### src/rtl/pwm_pkg.sv
// Shared definitions for the PWM ramp controller: state encoding and reset defaults.
package pwm_pkg;

    localparam int W_DEF      = 16;
    localparam int DEF_PERIOD = 10;
    localparam int DEF_DUTY   = 3;
    // Smallest period the generator can run with (one high and one low clock).
    localparam int MIN_PERIOD = 2;

    typedef enum logic [1:0] {
        IDLE      = 2'd0,
        RAMP_UP   = 2'd1,
        HOLD      = 2'd2,
        RAMP_DOWN = 2'd3
    } state_t;

endpackage

### src/rtl/pwm_ramp_ctrl_if.sv
// Configuration port of the PWM ramp controller: valid/ready transfer of a
// new period and target high-time.
interface pwm_ramp_ctrl_if
    import pwm_pkg::*;
#(
    parameter int W = W_DEF
) ();

    logic         cfg_valid;
    logic         cfg_ready;
    logic [W-1:0] cfg_period;
    logic [W-1:0] cfg_duty;

    modport master (output cfg_valid, output cfg_period, output cfg_duty, input cfg_ready);
    modport slave  (input cfg_valid, input cfg_period, input cfg_duty, output cfg_ready);

endinterface

### src/rtl/pwm_step_timer.sv
// Counts PWM period boundaries and flags the STEP_DIV-th one, which is when the
// ramp takes its next step. The count restarts after each step and on clr.
module pwm_step_timer
    import pwm_pkg::*;
#(
    parameter int STEP_DIV = 4   // >= 1
) (
    input  logic clk,
    input  logic n_reset,
    input  logic clr,
    input  logic pulse,
    output logic tc
);

    localparam int            CW     = (STEP_DIV > 1) ? $clog2(STEP_DIV) : 1;
    localparam logic [CW-1:0] TC_VAL = CW'(STEP_DIV - 1);

    logic [CW-1:0] cnt_q;
    logic [CW-1:0] cnt_d;

    assign tc = pulse && (cnt_q == TC_VAL);

    // Next count: clear wins, otherwise advance on each counted boundary.
    always_comb begin
        cnt_d = cnt_q;
        if (clr || tc) begin
            cnt_d = '0;
        end else if (pulse) begin
            cnt_d = cnt_q + 1'b1;
        end
    end

    // Count register.
    always_ff @(posedge clk or negedge n_reset) begin
        if (!n_reset) begin
            cnt_q <= '0;
        end else begin
            cnt_q <= cnt_d;
        end
    end

endmodule

### src/rtl/pwm_ramp_ctrl.sv
// Sequencer for the single-channel PWM generator: shadow config registers,
// soft-start / soft-stop duty ramp, and boundary-aligned output updates.
//
// state     | meaning
// ----------+--------------------------------------------------------------
// IDLE      | generator disabled, waiting for start
// RAMP_UP   | high-time stepping up toward target
// HOLD      | at target; shadow config applied at each period boundary
// RAMP_DOWN | high-time stepping down toward target, or toward 0 when stopping
module pwm_ramp_ctrl
    import pwm_pkg::*;
#(
    parameter int W          = pwm_pkg::W_DEF,
    parameter int DEF_PERIOD = pwm_pkg::DEF_PERIOD,
    parameter int DEF_DUTY   = pwm_pkg::DEF_DUTY,
    parameter int STEP       = 1,
    parameter int STEP_DIV   = 4
) (
    input  logic             clk,
    input  logic             n_reset,
    input  logic             start,
    input  logic             stop,
    input  logic             period_boundary,
    pwm_ramp_ctrl_if.slave   cfg,
    output logic             pwm_en,
    output logic [W-1:0]     period_out,
    output logic [W-1:0]     h_time_out,
    output logic             busy,
    output logic             done
);

    localparam int AW = W + 1;

    state_t         state_q, state_d;
    logic           pwm_en_q, pwm_en_d;
    logic [W-1:0]   period_q, period_d;
    logic [W-1:0]   h_q, h_d;
    logic [W-1:0]   shadow_q, shadow_d;
    logic [W-1:0]   target_q, target_d;
    logic           stopping_q, stopping_d;
    logic           done_q, done_d;
    logic           restart;

    logic           step_pulse, step_tc, step_clr;
    logic           accept;
    logic [W-1:0]   goal, cfg_per_clamp, cfg_duty_clamp;
    logic [W:0]     up_sum, dn_floor, h_up, h_dn;

    assign cfg.cfg_ready = (state_q == IDLE) || (state_q == HOLD);
    assign accept        = cfg.cfg_valid && cfg.cfg_ready;

    assign cfg_per_clamp  = (cfg.cfg_period < W'(MIN_PERIOD)) ? W'(MIN_PERIOD) : cfg.cfg_period;
    assign cfg_duty_clamp = (cfg.cfg_duty > cfg_per_clamp) ? cfg_per_clamp : cfg.cfg_duty;

    // One extra bit keeps the step sums from wrapping; results clamp at the goal.
    assign goal     = stopping_q ? '0 : target_q;
    assign up_sum   = {1'b0, h_q} + AW'(STEP);
    assign dn_floor = {1'b0, goal} + AW'(STEP);
    assign h_up     = (up_sum >= {1'b0, target_q}) ? {1'b0, target_q} : up_sum;
    assign h_dn     = ({1'b0, h_q} >= dn_floor) ? ({1'b0, h_q} - AW'(STEP)) : {1'b0, goal};

    assign step_pulse = period_boundary && ((state_q == RAMP_UP) || (state_q == RAMP_DOWN));
    assign step_clr   = (state_d != state_q) || restart;

    pwm_step_timer #(.STEP_DIV(STEP_DIV)) u_step_timer (
        .clk     (clk),
        .n_reset (n_reset),
        .clr     (step_clr),
        .pulse   (step_pulse),
        .tc      (step_tc)
    );

    // Next state and output values; stop outranks a ramp step or config apply.
    always_comb begin
        state_d    = state_q;
        pwm_en_d   = pwm_en_q;
        period_d   = period_q;
        h_d        = h_q;
        stopping_d = stopping_q;
        done_d     = 1'b0;
        restart    = 1'b0;
        case (state_q)
            IDLE: begin
                if (start && !stop) begin
                    pwm_en_d = 1'b1;
                    period_d = shadow_q;
                    h_d      = '0;
                    if (target_q == '0) begin
                        state_d = HOLD;
                        done_d  = 1'b1;
                    end else begin
                        state_d = RAMP_UP;
                    end
                end
            end
            RAMP_UP: begin
                if (stop) begin
                    state_d    = RAMP_DOWN;
                    stopping_d = 1'b1;
                end else if (step_tc) begin
                    h_d = h_up[W-1:0];
                    if (h_up == {1'b0, target_q}) begin
                        state_d = HOLD;
                        done_d  = 1'b1;
                    end
                end
            end
            HOLD: begin
                if (stop) begin
                    state_d    = RAMP_DOWN;
                    stopping_d = 1'b1;
                end else if (period_boundary) begin
                    period_d = shadow_q;
                    if (target_q > h_q) begin
                        state_d = RAMP_UP;
                    end else if (target_q < h_q) begin
                        state_d = RAMP_DOWN;
                    end
                end
            end
            RAMP_DOWN: begin
                if (stop && !stopping_q) begin
                    // Retarget a ramp-down-to-duty into a full soft-stop.
                    stopping_d = 1'b1;
                    restart    = 1'b1;
                end else if (step_tc) begin
                    h_d = h_dn[W-1:0];
                    if (h_dn == {1'b0, goal}) begin
                        done_d = 1'b1;
                        if (stopping_q) begin
                            state_d    = IDLE;
                            pwm_en_d   = 1'b0;
                            h_d        = '0;
                            stopping_d = 1'b0;
                        end else begin
                            state_d = HOLD;
                        end
                    end
                end
            end
            default: begin
                state_d = IDLE;
            end
        endcase
    end

    // Shadow registers capture an accepted config; a later accept overwrites it.
    always_comb begin
        shadow_d = shadow_q;
        target_d = target_q;
        if (accept) begin
            shadow_d = cfg_per_clamp;
            target_d = cfg_duty_clamp;
        end
    end

    // State, output and shadow registers.
    always_ff @(posedge clk or negedge n_reset) begin
        if (!n_reset) begin
            state_q    <= IDLE;
            pwm_en_q   <= 1'b0;
            period_q   <= W'(DEF_PERIOD);
            h_q        <= '0;
            shadow_q   <= W'(DEF_PERIOD);
            target_q   <= W'(DEF_DUTY);
            stopping_q <= 1'b0;
            done_q     <= 1'b0;
        end else begin
            state_q    <= state_d;
            pwm_en_q   <= pwm_en_d;
            period_q   <= period_d;
            h_q        <= h_d;
            shadow_q   <= shadow_d;
            target_q   <= target_d;
            stopping_q <= stopping_d;
            done_q     <= done_d;
        end
    end

    assign pwm_en     = pwm_en_q;
    assign period_out = period_q;
    assign h_time_out = h_q;
    assign busy       = (state_q != IDLE);
    assign done       = done_q;

endmodule
### src/flat_wrapper.sv
// flat-port wrapper written by rule: the top's interface ports become plain ports
module pwm_ramp_ctrl_flat import pwm_pkg::*;
#(
    parameter int W          = pwm_pkg::W_DEF,
    parameter int DEF_PERIOD = pwm_pkg::DEF_PERIOD,
    parameter int DEF_DUTY   = pwm_pkg::DEF_DUTY,
    parameter int STEP       = 1,
    parameter int STEP_DIV   = 4
)
  (clk, n_reset, start, stop, period_boundary, pwm_en, period_out, h_time_out, busy, done, cfg_cfg_valid, cfg_cfg_period, cfg_cfg_duty, cfg_cfg_ready);
  pwm_ramp_ctrl_if #(.W(W)) cfg_i ();
  input  logic clk;
  input  logic n_reset;
  input  logic start;
  input  logic stop;
  input  logic period_boundary;
  output logic pwm_en;
  output logic [W-1:0] period_out;
  output logic [W-1:0] h_time_out;
  output logic busy;
  output logic done;
  input wire logic [$bits(cfg_i.cfg_valid)-1:0] cfg_cfg_valid;
  input wire logic [$bits(cfg_i.cfg_period)-1:0] cfg_cfg_period;
  input wire logic [$bits(cfg_i.cfg_duty)-1:0] cfg_cfg_duty;
  output wire logic [$bits(cfg_i.cfg_ready)-1:0] cfg_cfg_ready;
  assign cfg_i.cfg_valid = cfg_cfg_valid;
  assign cfg_i.cfg_period = cfg_cfg_period;
  assign cfg_i.cfg_duty = cfg_cfg_duty;
  assign cfg_cfg_ready = cfg_i.cfg_ready;
  pwm_ramp_ctrl #(.W(W), .DEF_PERIOD(DEF_PERIOD), .DEF_DUTY(DEF_DUTY), .STEP(STEP), .STEP_DIV(STEP_DIV)) u_core (.clk(clk), .n_reset(n_reset), .start(start), .stop(stop), .period_boundary(period_boundary), .cfg(cfg_i), .pwm_en(pwm_en), .period_out(period_out), .h_time_out(h_time_out), .busy(busy), .done(done));
endmodule
### config.mk
export PLATFORM = sky130hd
export DESIGN_NAME = pwm_ramp_ctrl_flat
export DESIGN_NICKNAME = d
export VERILOG_FILES = /design/src/rtl/pwm_pkg.sv /design/src/rtl/pwm_ramp_ctrl_if.sv /design/src/rtl/pwm_step_timer.sv /design/src/rtl/pwm_ramp_ctrl.sv /design/src/flat_wrapper.sv
export SDC_FILE = /design/constraint.sdc
export NUM_CORES = 1
export LEC_CHECK = 0
export CORE_MARGIN = 1
export CORE_UTILIZATION = 53
export CTS_BUF_LIST = sky130_fd_sc_hd__clkbuf_16
export CTS_CLUSTER_DIAMETER = 60
export DETAILED_ROUTE_END_ITERATION = 8
export HOLD_SLACK_MARGIN = 0.03
export PLACE_DENSITY = 0.81
export SYNTH_ARGS = -nofsm -noshare
export SYNTH_HDL_FRONTEND = slang
export SYNTH_SLANG_ARGS = --single-unit
### constraint.sdc
create_clock -name clk -period 4.5 [get_ports clk]
set_input_delay 0.9 -clock clk [delete_from_list [all_inputs] [get_ports clk]]
set_output_delay 0.9 -clock clk [all_outputs]
set_load 0.01 [all_outputs]
Word-level counts from Yosys, hierarchy flattened. Index checks and enable logic that the tools add are counted.

Equal/unequal tests: 19. Magnitude comparators: 6. Reduce and logical (&&, ||, !) cells: 24. Multiplexer cells: 55. $add $sub $neg: 4.

Operators by type and width (number): two-way mux 16 bit (13); one-hot mux 16 bit (3 select lines) (1); adder 16 x 1 -> 17 bit, second input constant (2); == test 17 x 16 -> 1 bit (2); two-way mux 17 bit (2); > comparator 16 bit (2); one-hot mux 16 bit (2 select lines) (1); two-way mux 2 bit (15); two-way mux 1 bit (19); greater-or-equal comparator 16 x 17 -> 1 bit (1); greater-or-equal comparator 17 x 16 -> 1 bit (1); subtractor 16 x 1 -> 17 bit, second input constant (1); zero test 16 bit (1); < comparator 16 bit (1); < comparator 16 x 2 -> 1 bit, second input constant (1); != test 2 bit, second input constant (8); AND reduction 6 bit (2); nonzero test 2 bit (5); one-hot mux 2 bit (4 select lines) (1); AND reduction 4 bit (2); == test 2 bit, second input constant (3); != test 3 bit, second input constant (2); logical AND 1 bit (5); logical OR 1 bit (4); other kinds (10) (13).

Flip-flop bits (word level): 71. Output and inout port bits: 36. Logic and storage cells: 117. Input bits: 38.

Logic depth before layout (Yosys ltp).
Depth in word-level cells: 13. Gate-level depth with buffers: 24. Mapped depth without buffers: 20.

Cells and area by module. A second synthesis with hierarchy kept.

Cells, all modules: 922. Area total of the unflattened synthesis: 7275.7 um^2.

By module, submodules not included: pwm_ramp_ctrl (cells each 912, area an instance 7165.6 um^2, sequential area each 1734.2 um^2, times used 1); pwm_step_timer (cells each 10, area an instance 110.1 um^2, sequential area each 50.0 um^2, times used 1).

Least setup slack after synthesis. Ideal clock, no wire load.

Path type: flip-flop to flip-flop. From: register u_core.stopping_q. To: register u_core.h_q[1] (netlist: u_core.h_time_out[1]). Arrival time: 4194 ps. Stages on the path, launching flop included: 24. Required time: 4359 ps. Period minus slack after synthesis: 4336 ps. Path slack: 164 ps. Path through: dfrtp_1 buf_2 buf_1 inv_1 clkbuf_1 nand2_1 inv_1 ha_1 and3_1 and3_1 and3_1 nor3b_1 xnor2_1 ha_1 a21oi_1 nor2_1 a211oi_1 o21a_1 o31ai_1 nand2_1 buf_1 mux2i_1 o21bai_1 a31oi_1.

Word-level cells in the longest chain between the ends: 9. Elaborated cells between the ends (all ways): 14. Classes of those cells: add/sub: 1; order compare: 1; eq/ne: 2; mux: 7; reduce/logical: 3.

RTL lines: start, declared (line pwm_ramp_ctrl.sv:40) `logic stopping_q, stopping_d;`; start signal, assigned (line pwm_ramp_ctrl.sv:175) `stopping_q <= stopping_d;`; two-way mux 16 bit (line pwm_ramp_ctrl.sv:56) `assign goal = stopping_q ? '0 : target_q;`; adder 16 x 1 -> 17 bit (line pwm_ramp_ctrl.sv:58) `assign dn_floor = {1'b0, goal} + AW'(STEP);`; greater-or-equal comparator 16 x 17 -> 1 bit (line pwm_ramp_ctrl.sv:60) `assign h_dn = ({1'b0, h_q} >= dn_floor) ? ({1'b0, h_q} - AW'(STEP)) : {1'b0, goal};`; two-way mux 17 bit (line pwm_ramp_ctrl.sv:60); == test 17 x 16 -> 1 bit or two-way mux 16 bit (tied branches) (line pwm_ramp_ctrl.sv:128, pwm_ramp_ctrl.sv:130); two-way mux 16 bit (line pwm_ramp_ctrl.sv:128) `if (h_dn == {1'b0, goal}) begin`; two-way mux 16 bit (line pwm_ramp_ctrl.sv:126) `end else if (step_tc) begin`; two-way mux 16 bit (line pwm_ramp_ctrl.sv:122) `if (stop && !stopping_q) begin`; one-hot mux 16 bit (3 select lines) (line pwm_ramp_ctrl.sv:82) `case (state_q)`; end signal, assigned (line pwm_ramp_ctrl.sv:163) `h_q <= '0;`; end signal, assigned (line pwm_ramp_ctrl.sv:172) `h_q <= h_d;`; end, declared (line pwm_ramp_ctrl.sv:37) `logic [W-1:0] h_q, h_d;`.

Several ways; a longest one is shown, not always the timed one. The select of a mux whose other input is x is not followed. A chain may end at the register's enable or synchronous reset.

Final worst setup path.
From: register u_core.target_q[0]. To: register u_core.stopping_q.

Word-level cells in the longest chain between the ends: 7.

RTL lines: start, declared (line pwm_ramp_ctrl.sv:39) `logic [W-1:0] target_q, target_d;`; start signal, assigned (line pwm_ramp_ctrl.sv:165) `target_q <= W'(DEF_DUTY);`; start signal, assigned (line pwm_ramp_ctrl.sv:174) `target_q <= target_d;`; two-way mux 16 bit * (line pwm_ramp_ctrl.sv:56); adder 16 x 1 -> 17 bit (line pwm_ramp_ctrl.sv:58); greater-or-equal comparator 16 x 17 -> 1 bit (line pwm_ramp_ctrl.sv:60); two-way mux 17 bit (line pwm_ramp_ctrl.sv:60); == test 17 x 16 -> 1 bit * (line pwm_ramp_ctrl.sv:128); != test 3 bit (no source line) *; AND reduction 4 bit (no source line) *.

Mark *: on every way between the ends. The rest lies on a longest branch, timed or not.

==> results.json <==
{
  "synth_top_area_share_pct": 23.3,
  "cts_hold_buffers": 0,
  "die_w_um": 117,
  "cts_max_path_buffers": 2,
  "wl_per_cell_um": 19.4,
  "regArea_sq_mm": 0.00178,
  "post-dp-hpwl_mm": 16.6,
  "start_kind": "flip-flop",
  "crit_type": "reg2reg",
  "die_area_sq_mm": 0.0137,
  "yosys.area_share.simple_pct": 20.3,
  "setup_viol": 0,
  "syn_area_sq_mm": 0.00699,
  "synth.avg_cell_area_sq_um": 7.97,
  "synth_top_family_by_area": "simple AND/OR/NAND/NOR gates",
  "crit_required_ns": 4.71,
  "power.internal_uw": 3180,
  "grt_max_degree": 72,
  "clkLatencyLatePin_ns": 0.35,
  "status": "finished, final reports clean",
  "clock-root-buffer": "clkbuf_16",
  "drc": 0,
  "row_count": 41,
  "p_comb_share_pct": 66.5,
  "drtIter0Drc": 695,
  "grt_pass1_vias": 6740,
  "drtPass1Iterations": 5,
  "yosysSeqAreaShare_pct": 25.5,
  "ant_nets": 0,
  "io_buffer_count": 73,
  "overflow": 0,
  "drive_above_1_share_pct": 9.92,
  "antenna_found_initial": 0,
  "nets": 1053,
  "netlist_instances": 877,
  "ys_warn_count": 0,
  "maxCapViolCount": 0,
  "ioPinCount": 74,
  "synthAdderAreaFrac_pct": 12.9,
  "ys_ff_latch": 71,
  "reg2reg_slack_ns": 0.14,
  "htreeDepth": 3,
  "irDropWorstVdd_v": 0.000478,
  "synth.most_common_cell": "nand2_1",
  "clk_pin_slew_worst_paths_ns": 0.07,
  "gp_congestion": 1.00,
  "clockPowerShare_pct": 12.1,
  "min_period_ns": 4.36,
  "relSlewSlack_pct": 39.0,
  "fin_skew_ns": 0.00770,
  "hold_path.class": "reg2reg",
  "power_frac_seq_pct": 21.4,
  "antenna_cells": 0,
  "synth_compound_area_share_pct": 20.0,
  "max_freq_ghz": 0.229,
  "finalInstanceArea_sq_mm": 0.00834,
  "clock-sinks": 71,
  "synth-main-ff-cell": "dfrtp_1",
  "multi_input_area_sq_mm": 0.00479,
  "synth-edff-count": 0,
  "synth_xor_area_share_pct": 7.64,
  "grt.total_usage_pct": 33.4,
  "drv_slew": 0,
  "die_y_um": 117,
  "cts_tree": "built",
  "grt_pass1_wl_mm": 34.7,
  "critPathCaptureType": "flip-flop",
  "synth.area.mux_share_pct": 6.98,
  "cts_buffers": 9,
  "synth.distinct_cells": 66,
  "worstPathArrival_ns": 4.57,
  "hold_violations": 0,
  "core_area_sq_mm": 0.0127,
  "syn-num-nets": 987,
  "switchingPower_uw": 3130,
  "synth_top_cell_by_area": "dfrtp_1",
  "min_period_over_period_pct": 96.9,
  "tightest_slew_ns": 0.914,
  "nFillCells": 1101,
  "power_density_mw_per_mm2": 756,
  "p_leak_uw": 0.00352,
  "ys_async_sr_fraction_pct": 100,
  "place_area_sq_mm": 0.00799,
  "num_vias": 7044,
  "cp_max_fo": 13,
  "ys_top_cells_by_area": "dfrtp_1 (23%), ha_1 (13%), xnor2_1 (6.9%), nand2_1 (4.9%), o21ai_0 (4.4%)",
  "start_util_pct": 54.9,
  "vias_per_cell": 6.29,
  "routed_wl_mm": 21.7,
  "synth_common_cells": "nand2_1 (92), ha_1 (72), dfrtp_1 (65), inv_1 (65), nor2_1 (62)",
  "tns_ns": 0,
  "syn_to_final_growth_pct": 19.3,
  "swShare_pct": 49.7
}
==> state kept, by name (all words and copies together) (netlist names) <==
signal	flops
u_core.done	1
u_core.h_time_out	16
u_core.period_out	16
u_core.pwm_en	1
u_core.shadow_q	16
u_core.state_q	2
u_core.stopping_q	1
u_core.target_q	16
u_core.u_step_timer.cnt_q	2
==> logic make-up (layout without fill, tap and decap cells) <==
kind of cell / count (synthesis) / in the layout
AO/OA/AOI/OAI: 220 / 220
adder cells (fa/ha/maj): 72 / 72
flip-flops: 71 / 71
multiplexers: 46 / 46
buffers and inverters: 118 / 189
AND/OR/NAND/NOR: 289 / 289
XOR/XNOR: 61 / 61
==> critical path, cell delays in order, from the launching register on <==
cell	delay (ns)
dfstp_2	0.64
nand2_1	0.12
inv_1	0.10
ha_1	0.18
and3_1	0.21
and3_1	0.22
and3_1	0.27
nor3b_2	0.24
xnor2_1	0.15
ha_1	0.27
a21oi_1	0.14
nor2_1	0.06
a211oi_1	0.22
o21a_1	0.14
o31ai_1	0.08
buf_4	0.20
a221oi_1	0.35
a31oi_2	0.13
or2_1	0.29
a2bb2oi_2	0.20
==> area by class of cell <==
cell class,instances,area share (%)
inverter,67,3.01
sequential,71,21.4
timing repair buffer,106,11.9
clock inverter,7,1.00
tap,172,2.58
multi-input combinational,688,57.4
clock buffer,9,2.70
==> metrics by stage <==
step	power (uW)	instances	worst slack (ns)	util [%]	hold WS [ns]
2_1_floorplan	4040	877	0.164	-	0.444
4_1_cts	6200	1118	0.145	65.2	0.484
3_3_place_gp	5330	1102	0.280	62.8	0.464
5_1_grt	6790	1120	-0.0369	65.6	0.502
3_5_place_dp	5400	1102	0.173	62.8	0.468
6_report	6310	1120	0.139	65.6	0.478
==> layout by cell type, fill, tap and decap left out, types with 9 or more instances in the layout <==
cell type        instances
ha_1                    72
buf_4                   32
a211oi_1                 9
clkbuf_16                9
o21ai_1                 15
mux2_2                  22
a21o_1                  10
xnor2_1                 55
a31oi_1                 29
clkdlybuf4s50_1         72
o211ai_1                11
dfrtp_1                 65
nand2_1                 92
nand4_1                 27
nand3_1                 23
nor3_1                  16
mux2i_1                 24
o21ai_0                 61
a21oi_1                 32
nor4_1                  19
nor2b_1                 11
inv_1                   65
nor2_1                  62
and3_1                  10
==> worst paths after layout <==
check / start / cells past startpoint / endpoint
setup / recovery: u_core.target_q[0] / 19 / u_core.stopping_q
hold / removal: u_core.shadow_q[2] / 2 / u_core.shadow_q[2]
setup reg to reg: u_core.target_q[0] / 19 / u_core.stopping_q
hold reg to reg: u_core.shadow_q[2] / 2 / u_core.shadow_q[2]
max in group asynchronous: n_reset / 1 / u_core.state_q[1]
min in group asynchronous: n_reset / 1 / u_core.h_time_out[2]
==> power by group through the flow <==
stage,Clock (uW),Sequential (uW),Combinational (uW)
after floorplan,0,1260,2770
after detailed placement,0,1340,4060
after global placement,0,1340,3980
final,765,1350,4190
after global routing,802,1390,4600
after CTS,775,1340,4080
==> what timing repair did <==
item | CTS | global route
gates resized for setup | 0 | 5
setup buffers | 0 | 2
setup endpoints to repair | 0 | 21
hold endpoints to repair | 0 | 0
==> metal layers <==
layer / global-route usage, % / up-vias / routed length (um)
li1: - / 3301 / -
met1: 43.2 / 3269 / 9000
met2: 52.4 / 402 / 9590
met3: 6.75 / 72 / 2070
met4: 18.5 / 0 / 1010
met5: 0 / - / 0
No activity file was read; power rests on OpenSTA's default activity.
